### config.mk
export PLATFORM = sky130hd
export DESIGN_NAME = sort4_ctrl
export DESIGN_NICKNAME = d
export VERILOG_FILES = /design/src/rtl/sort4_ctrl_pkg.sv /design/src/rtl/sort4_ctrl_cmp.sv /design/src/rtl/sort4_ctrl.sv
export SDC_FILE = /design/constraint.sdc
export NUM_CORES = 1
export LEC_CHECK = 0
export ABC_AREA = 1
export CORE_ASPECT_RATIO = 0.7
export CORE_MARGIN = 5
export CORE_UTILIZATION = 58
export DETAILED_ROUTE_END_ITERATION = 10
export PLACE_DENSITY = 0.81
export SYNTH_ARGS = -nofsm -noshare
export SYNTH_HDL_FRONTEND = slang
export SYNTH_SLANG_ARGS = --single-unit
### constraint.sdc
create_clock -name clk -period 4.1 [get_ports clk]
set_input_delay 0.615 -clock clk [delete_from_list [all_inputs] [get_ports clk]]
set_output_delay 0.615 -clock clk [all_outputs]
set_load 0.03 [all_outputs]
### src/rtl/sort4_ctrl_pkg.sv
// ============================================================================
// Module   : sort4_ctrl_pkg
// Brief    : Shared types and constants for the 4-entry sort controller.
// Revision : 1.0 - initial release
// ============================================================================
`default_nettype none

package sort4_ctrl_pkg;

  localparam int DATA_W    = 4;
  localparam int N_ENTRIES = 4;
  localparam int N_STEPS   = 6;
  localparam int IDX_W     = 2;
  localparam int STEP_W    = 3;
  localparam int CNT_W     = 3;

  typedef enum logic [1:0] {
    ST_IDLE  = 2'd0,
    ST_LOAD  = 2'd1,
    ST_SORT  = 2'd2,
    ST_DRAIN = 2'd3
  } state_t;

  // Lower index of the pair handled at each step of the 4-element network.
  function automatic logic [IDX_W-1:0] step_pair(input logic [STEP_W-1:0] step);
    logic [IDX_W-1:0] j;
    case (step)
      3'd0:    j = 2'd0;
      3'd1:    j = 2'd1;
      3'd2:    j = 2'd2;
      3'd3:    j = 2'd0;
      3'd4:    j = 2'd1;
      default: j = 2'd0;
    endcase
    return j;
  endfunction

endpackage

`default_nettype wire

### src/rtl/sort4_ctrl_cmp.sv
// ============================================================================
// Module   : comparator4b
// Brief    : 4-bit less-than comparator, unsigned or two's-complement.
// Revision : 1.0 - initial release
// ============================================================================
`default_nettype none

module comparator4b
  import sort4_ctrl_pkg::*;
(
  input  logic [DATA_W-1:0] a,
  input  logic [DATA_W-1:0] b,
  input  logic              signed_mode,
  output logic              lt
);

  assign lt = signed_mode ? ($signed(a) < $signed(b)) : (a < b);

endmodule

`default_nettype wire

### src/rtl/sort4_ctrl.sv
// ============================================================================
// Module   : sort4_ctrl
// Brief    : Loads 4 elements, sorts them in place with one shared comparator
//            over a fixed 6-step network, then streams them out in order.
// Revision : 1.0 - initial release
// ============================================================================
`default_nettype none

module sort4_ctrl
  import sort4_ctrl_pkg::*;
#(
  parameter bit ASCEND = 1'b1
) (
  input  logic              clk,
  input  logic              rst,
  input  logic              signed_mode,
  input  logic              in_valid,
  input  logic [DATA_W-1:0] in_data,
  output logic              in_ready,
  output logic              out_valid,
  output logic [DATA_W-1:0] out_data,
  input  logic              out_ready,
  output logic              busy,
  output logic [CNT_W-1:0]  swap_cnt,
  output logic              done
);

  state_t             r_state;
  state_t             w_next_state;
  logic [DATA_W-1:0]  r_mem [N_ENTRIES];
  logic [IDX_W-1:0]   r_wr_idx;
  logic [IDX_W-1:0]   r_rd_idx;
  logic [STEP_W-1:0]  r_step;
  logic               r_signed;
  logic [CNT_W-1:0]   r_swap_cnt;

  logic               w_accept;
  logic               w_xfer;
  logic [IDX_W-1:0]   w_j;
  logic [IDX_W-1:0]   w_j_nxt;
  logic [DATA_W-1:0]  w_lo;
  logic [DATA_W-1:0]  w_hi;
  logic [DATA_W-1:0]  w_cmp_a;
  logic [DATA_W-1:0]  w_cmp_b;
  logic               w_lt;
  logic               w_swap;

  always_ff @(posedge clk) begin
    if (rst) r_state <= ST_IDLE;
    else     r_state <= w_next_state;
  end

  always_comb begin
    w_next_state = r_state;
    in_ready     = 1'b0;
    out_valid    = 1'b0;
    busy         = 1'b1;
    done         = 1'b0;
    w_accept     = 1'b0;
    w_xfer       = 1'b0;
    case (r_state)
      ST_IDLE: begin
        in_ready = 1'b1;
        busy     = 1'b0;
        w_accept = in_valid;
        if (in_valid) w_next_state = ST_LOAD;
      end
      ST_LOAD: begin
        in_ready = 1'b1;
        w_accept = in_valid;
        if (in_valid && r_wr_idx == IDX_W'(N_ENTRIES-1)) w_next_state = ST_SORT;
      end
      ST_SORT: begin
        if (r_step == STEP_W'(N_STEPS-1)) w_next_state = ST_DRAIN;
      end
      ST_DRAIN: begin
        out_valid = 1'b1;
        w_xfer    = out_ready;
        if (out_ready && r_rd_idx == IDX_W'(N_ENTRIES-1)) begin
          done         = 1'b1;
          w_next_state = ST_IDLE;
        end
      end
      default: w_next_state = ST_IDLE;
    endcase
  end

  // Operand order folds the sort direction into the single less-than test.
  assign w_j     = step_pair(r_step);
  assign w_j_nxt = w_j + IDX_W'(1);
  assign w_lo    = r_mem[w_j];
  assign w_hi    = r_mem[w_j_nxt];
  assign w_cmp_a = ASCEND ? w_hi : w_lo;
  assign w_cmp_b = ASCEND ? w_lo : w_hi;
  assign w_swap  = (r_state == ST_SORT) && w_lt;

  comparator4b u_cmp (
    .a           (w_cmp_a),
    .b           (w_cmp_b),
    .signed_mode (r_signed),
    .lt          (w_lt)
  );

  always_ff @(posedge clk) begin
    if (rst) begin
      for (int i = 0; i < N_ENTRIES; i++) r_mem[i] <= '0;
      r_wr_idx   <= '0;
      r_rd_idx   <= '0;
      r_step     <= '0;
      r_signed   <= 1'b0;
      r_swap_cnt <= '0;
    end else begin
      if (w_accept) begin
        if (r_state == ST_IDLE) begin
          r_mem[0]   <= in_data;
          r_wr_idx   <= IDX_W'(1);
          r_signed   <= signed_mode;
          r_swap_cnt <= '0;
        end else begin
          r_mem[r_wr_idx] <= in_data;
          r_wr_idx        <= r_wr_idx + IDX_W'(1);
        end
      end
      if (r_state == ST_SORT) begin
        r_step <= (r_step == STEP_W'(N_STEPS-1)) ? '0 : r_step + STEP_W'(1);
        if (w_swap) begin
          r_mem[w_j]     <= w_hi;
          r_mem[w_j_nxt] <= w_lo;
          if (r_swap_cnt != CNT_W'(N_STEPS)) r_swap_cnt <= r_swap_cnt + CNT_W'(1);
        end
      end
      if (w_xfer) r_rd_idx <= r_rd_idx + IDX_W'(1);
    end
  end

  assign out_data = out_valid ? r_mem[r_rd_idx] : '0;
  assign swap_cnt = r_swap_cnt;

endmodule

`default_nettype wire

==> flow_metrics.tcl, run 1 <==
set metrics [dict create \
    rr_startpoint "r_step[0]" \
    row_count 19 \
    min_path_cells 2 \
    r2r_slack_ns 0.35 \
    slew_viol_final 0 \
    core_area_sq_um 3870 \
    cp-start-kind "register" \
    drive_gt1_frac 0.0909 \
    first_global_vias 2035 \
    setup_tns_ns 0 \
    worst_pin_slew_ns 0.803 \
    startpoint "r_step[0]" \
    cts_made_buffers 5 \
    boundaryPins 20 \
    cts_resized 0 \
    min_period_ns 3.75 \
    syn_inst 327 \
    clock_sinks 31 \
    drt_iter0_markers 227 \
    firstDrtPassIters 7 \
    powerDensity_nw_per_um2 657 \
    synth_top_cell_area_share 0.209 \
    clk_pin_slew_ns 0.07 \
    synthesis.area_sq_um 2300 \
    floorplan.initialDensity 0.594 \
    critPathArrivalTime_ns 3.73 \
    reg2reg_to "r_mem[3][1]" \
    power.total_mw 1.74 \
    grt_pass1_wl_microns 9990 \
    diodes 0 \
    dominantRegCellSynth "edfxtp_1" \
    relSlewSlack 0.451 \
    synth.area.top_cells "edfxtp_1 21%, dfxtp_1 13%, nand2_1 13%" \
    fmax_ghz 0.267 \
    post-route-period-util 0.915 \
    ys_ff_latch 31 \
    async_flop_share 0 \
    hp-class "reg -> reg" \
    ant_nets 0 \
    endpoint "r_mem[3][1]" \
    synth_edf_count 16 \
    grt_overflow 0 \
    routed_via_density 5.62 \
    p_leak_nw 1.16 \
    peakVddDrop_uv 356 \
    finalNetCount 376 \
    clk_latency_ns 0.29 \
    grt_start_max_net_pins 17 \
    drc 0 \
    grt_usage 0.234 \
    critPathRequiredTime_ns 4.08 \
    hold_buffers 0 \
    rsz0062_at_grt "false" \
    vias 2272 \
    reg2reg_depth 17 \
    grt_antenna_before_repair 0 \
    avgSynthCellArea_sq_um 7.04 \
    critPathCaptureType "register" \
    finalHoldViolCount 0 \
    wl_microns 5910 \
    syn_to_final_growth_pct 14.9 \
    cts_root_buffer "clkbuf_8" \
    place_congestion 1.01 \
    status "finished clean" \
    yosysSeqAreaShare 0.339 \
    finClkSkew_ns 0.0108 \
    fp.dieH_microns 62.7 \
    cts_htree_levels 2 \
    cts_setup_buffers 0 \
    ys_types 29 \
    setup_viol 0 \
    die_w_microns 85.3 \
    post-dp-hpwl_microns 4630 \
    ys_warn_count 0 \
    yosysTopAreaCell "edfxtp_1" \
    drv_cap 0 \
    cts_tree "done" \
    cts_buffer_depth 2 \
    wl_per_cell_microns 14.6 \
    dieArea_sq_um 5350 \
    port_buffers 19 \
    syn_nets 352 \
    crit_type "reg -> reg" \
    cp_max_fo 12 \
]
[metal layers]
layer  global-route usage  share of wire  wire (microns)  up-vias
li1                     -              -               -     1133
met1                0.355           0.47            2790     1001
met2                0.323           0.40            2390      118
met3               0.0632           0.11             638       20
met4               0.0593          0.015              91        0
met5                    0              0               0        -
[report_power, final]
group / internal (mW) / total [mW] / leakage, nW / switching [mW]
logic: 0.322 / 0.977 / 0.827 / 0.654
registers: 0.432 / 0.509 / 0.289 / 0.0776
clock network: 0.135 / 0.251 / 0.0482 / 0.116
total: 0.889 / 1.74 / 1.16 / 0.848
[Yosys cell counts (all sizes together) (4+ instances only)]
master,number
nand3,27
ha,16
dfxtp,15
edfxtp,16
nor2,40
a31oi,4
a21oi,33
inv,42
nand2,83
clkbuf,5
o21ai,26
[registers in the layout, indices dropped and copies added, names as in the netlist, named ones only]
name      flops
r_mem        16
r_rd_idx      2
r_signed      1
r_state       2
r_step        3
r_wr_idx      2
swap_cnt      3
[layout make-up]
cell class                 instances  area [sq um]
clock buffer                       7          86.3
clock inverter                     1          5.00
fill                             345          1230
inverter                          45           169
multi-input combinational        244          1310
sequential                        31           781
tap                               52          65.1
timing repair buffer              24           228
[worst min path at each step]
| stage | startpoint | endpoint | slack, ns |
|---|---|---|---|
| 2_1_floorplan | r_signed | r_signed | 0.43 |
| 3_3_place_gp | r_rd_idx[1] | r_rd_idx[1] | 0.48 |
| 3_5_place_dp | r_signed | r_signed | 0.49 |
| 4_1_cts | r_signed | r_signed | 0.50 |
| 5_1_grt | r_rd_idx[1] | register | 0.53 |
| 6_report | r_signed | r_signed | 0.50 |
[logic make-up after synthesis]
logic type / count (synthesis) / synth area share
simple gates: 153 / 0.300
compound gates: 73 / 0.175
buf+inv: 52 / 0.0914
flops: 31 / 0.339
fa+ha+maj: 16 / 0.0870
xor+xnor: 2 / 0.00761
[through the flow]
step                      std cells  utilization  instance area, sq um  hold WS (ns)  setup WS (ns)
after floorplan                 327            -                  2300         0.431          0.530
after global placement          396        0.659                  2550         0.477          0.481
after detailed placement        396        0.659                  2550         0.487          0.430
after CTS                       404        0.682                  2640         0.497          0.395
after global routing            404        0.682                  2640         0.532        0.00696
final                           404        0.682                  2640         0.500          0.349
[critical path: stages, from the launching register on]
cell and delay (ns):
dfxtp_1 0.44, nor2_1 0.09, nand2_2 0.09, nand2_1 0.09, buf_4 0.19, ha_1 0.32, inv_1 0.16, a21oi_1 0.06
a32oi_1 0.29, inv_1 0.08, ha_1 0.33, a21oi_1 0.25, a21oi_1 0.15, nor2_4 0.30, nand3_1 0.13, nand2_1 0.21
nand3_1 0.10, nand2_1 0.17
[cells in the final DEF (no fill, tap or decap)]
cell type        synthesis  final
nand2_1                 77     77
inv_1                   42     42
a21oi_1                 33     33
nor2_1                  32     32
o21ai_0                 23     23
nand3_1                 23     23
clkdlybuf4s50_1          0     19
ha_1                    16     16
edfxtp_1                16     16
dfxtp_1                 15     15
nor2_2                   7      7
nand2_2                  6      6
clkbuf_8                 0      6
buf_4                    0      5
nand3_2                  4      4
a31oi_1                  4      4
clkinv_1                 3      3
o211ai_1                 3      3
a211oi_1                 3      3
o21ai_1                  2      2
xor2_1                   2      2
o22ai_1                  1      1
o21ai_2                  1      1
nor2_4                   1      1
nand4_4                  1      1
and2_1                   1      1
a32oi_1                  1      1
o32ai_1                  1      1
or2_0                    1      1
a2111oi_0                1      1
clkbuf_1                 5      1
clkinv_2                 0      1
Note: power is estimated with default switching activity, not from simulation.
==> inputs of run 2 (changes only) <==
--- a/config.mk
+++ b/config.mk
@@ -10,6 +10,7 @@
 export CORE_MARGIN = 5
 export CORE_UTILIZATION = 58
 export DETAILED_ROUTE_END_ITERATION = 10
+export HOLD_SLACK_MARGIN = 0.02
 export PLACE_DENSITY = 0.81
 export SYNTH_ARGS = -nofsm -noshare
 export SYNTH_HDL_FRONTEND = slang
==> results of run 2 <==
Final layout, timing and power as in run 1 (identical DEF).
==> inputs of run 3 (changes only) <==
--- a/config.mk
+++ b/config.mk
@@ -14,4 +14,5 @@
 export PLACE_DENSITY = 0.81
 export SYNTH_ARGS = -nofsm -noshare
 export SYNTH_HDL_FRONTEND = slang
+export SYNTH_HIERARCHICAL = 1
 export SYNTH_SLANG_ARGS = --single-unit
==> flow_metrics.tcl, run 3 <==
set metrics [dict create \
    status "finished clean" \
    fin_util 0.710 \
    cts_setup_buffers 0 \
    ys_types 28 \
    drv_cap 0 \
    setup_viol 0 \
    diodes 0 \
    power_frac_clock 0.174 \
    setup_slack_ns 0.512 \
    cts_resized 0 \
    grt_pass1_wl_microns 8910 \
    first_global_vias 1819 \
    critPathArrivalTime_ns 3.57 \
    ant_nets 0 \
    clock_sinks 31 \
    ys_ff_latch 31 \
    fp.dieH_microns 61.5 \
    post-synth-top-count-cell "nand2_1" \
    p_int_mw 0.907 \
    hp-class "reg -> reg" \
    reg2reg_depth 23 \
    hold_buffers 0 \
    dpl-instance-area_sq_um 2430 \
    p_leak_nw 1.12 \
    p_switching_mw 0.775 \
    syn_nets 319 \
    port_buffers 19 \
    fmax_ghz 0.279 \
    cts_htree_levels 2 \
    clk_latency_ns 0.29 \
    synth.area.top_cells "edfxtp_1 22%, nand2_1 17%, dfxtp_1 14%" \
    grt_usage 0.231 \
    place_congestion 0.931 \
    grt_start_max_net_pins 16 \
    wl_per_cell_microns 14.9 \
    finClkSkew_ns 0.00700 \
    firstDrtPassIters 5 \
    grt_most_used_layer "met2" \
    synth_edf_count 16 \
    drive_gt1_frac 0.106 \
    startpoint "r_step[0]" \
    ys_warn_count 6 \
    fillers 292 \
    post-dp-hpwl_microns 4290 \
    drc 0 \
    powerDensity_nw_per_um2 661 \
    drt_iter0_markers 212 \
    grt_antenna_before_repair 0 \
    syn_to_final_growth_pct 15.8 \
    r2r_slack_ns 0.51 \
    worst_pin_slew_ns 0.690 \
    swShare 0.461 \
    peakVddDrop_uv 416 \
    vias 2053 \
    floorplan.initialDensity 0.613 \
    post-route-period-util 0.875 \
    critPathRequiredTime_ns 4.08 \
    finalHoldViolCount 0 \
    final_cell_mix "101 x nand2_1, 31 x nand3_1, 30 x nor2_1" \
    wl_microns 5520 \
    cts_buffer_depth 2 \
    avgSynthCellArea_sq_um 7.42 \
    dominantRegCellSynth "edfxtp_1" \
    row_count 18 \
    cts_made_buffers 5 \
    synth_top_cell_area_share 0.219 \
    yosysSeqAreaShare 0.356 \
    reg2reg_to "r_mem[2][0]" \
    use_met2 0.331 \
    synthesis.area_sq_um 2200 \
    critPathCaptureType "register" \
    pre_cts_ws_ns 0.588 \
    endpoint "r_mem[2][0]" \
    boundaryPins 20 \
    yosysTopAreaCell "edfxtp_1" \
    final_area_sq_um 2540 \
    rsz0062_at_grt "false" \
    regMostFlops "r_mem" \
    relSlewSlack 0.538 \
    use_met1 0.323 \
    routed_via_density 5.55 \
    syn_inst 296 \
    dieArea_sq_um 5140 \
    largest_reg_flops 16 \
    combinationalPowerShare 0.523 \
    rr_startpoint "r_step[0]" \
    core_area_sq_um 3580 \
    die_w_microns 83.5 \
    finalNetCount 342 \
    crit_type "reg -> reg" \
    mostFrequentLayoutCell "nand2_1" \
    min_period_ns 3.59 \
    slew_viol_final 0 \
    cts_tree "done" \
    synthTopCellsByCount "101 x nand2_1, 31 x nand3_1, 30 x nor2_1, 20 x inv_1, 19 x a21oi_1" \
    async_flop_share 0 \
    grt_overflow 0 \
    cp-start-kind "register" \
    clk_pin_slew_ns 0.07 \
    p_seq_frac 0.302 \
    cp_max_fo 15 \
    cts_root_buffer "clkbuf_8" \
    grt_use_met3 0.0695 \
    setup_tns_ns 0 \
]
## run 3: cell types whose count changed after synthesis, sizes merged, moves of 5 or more
cell,previous run,this run
nand2,83,106
inv,42,28
o21ai,26,12
a21oi,33,20
nand3,27,33
nor2,40,35
## run 3: worst max-delay path, stage by stage, from the launching register on
cell     delay [ns]
dfxtp_1        0.39
nor2_2         0.18
nand2_4        0.11
nand2_4        0.17
inv_2          0.09
ha_1           0.34
inv_1          0.13
nand3_1        0.10
and2_1         0.15
ha_1           0.31
inv_1          0.07
nand2_1        0.06
nand2_1        0.05
nor2_1         0.08
nand2_1        0.06
nand2_1        0.06
nand2_2        0.11
nor2_8         0.19
inv_4          0.09
nor2_8         0.14
inv_4          0.06
nand2_2        0.08
nand2_2        0.08
nand3_1        0.17
## run 3: how the worst min path moves through the flow
| stage | slack (ns) | cells after the start | to | start |
|---|---|---|---|---|
| after floorplan | 0.44 | 2 | r_wr_idx[0] | r_wr_idx[0] |
| after global placement | 0.47 | 2 | r_wr_idx[0] | r_wr_idx[0] |
| after detailed placement | 0.47 | 2 | r_wr_idx[0] | r_wr_idx[0] |
| after CTS | 0.48 | 2 | r_wr_idx[0] | r_wr_idx[0] |
| after global routing | 0.51 | 2 | r_signed | r_signed |
| final | 0.48 | 2 | r_wr_idx[0] | r_wr_idx[0] |
## run 3: power by group through the flow
stage / combinational (mW) / sequential [mW] / clock [mW]
2_1_floorplan: 0.654 / 0.492 / 0
3_3_place_gp: 0.857 / 0.510 / 0
3_5_place_dp: 0.859 / 0.513 / 0
4_1_cts: 0.866 / 0.507 / 0.292
5_1_grt: 0.971 / 0.517 / 0.308
6_report: 0.880 / 0.509 / 0.293
## run 3: logic make-up after synthesis
group           synth area share
compound gates             0.130
xor+xnor                 0.00399
fa+ha+maj                 0.0798
buf+inv                   0.0587
flops                      0.356
simple gates               0.372
## run 3: layout make-up
type,instances,area [sq um],share of cell area
tap,50,62.6,0.0246
sequential,31,781,0.307
multi-input combinational,234,1290,0.506
inverter,28,110,0.0433
clock buffer,7,108,0.0423
timing repair buffer,19,190,0.0748
clock inverter,1,5.00,0.00197
## run 3: per-stage QoR
step | hold WS, ns | total power [mW] | std cells
finish | 0.481 | 1.68 | 370
global route | 0.514 | 1.80 | 370
CTS | 0.482 | 1.66 | 370
detailed placement | 0.474 | 1.37 | 362
global placement | 0.471 | 1.37 | 362
floorplan | 0.443 | 1.15 | 296
## run 3: per-layer routing
layer | wire length, microns | vias up
li1 | - | 1025
met1 | 2650 | 901
met2 | 2120 | 112
met3 | 602 | 15
met4 | 143 | 0
met5 | 0 | -
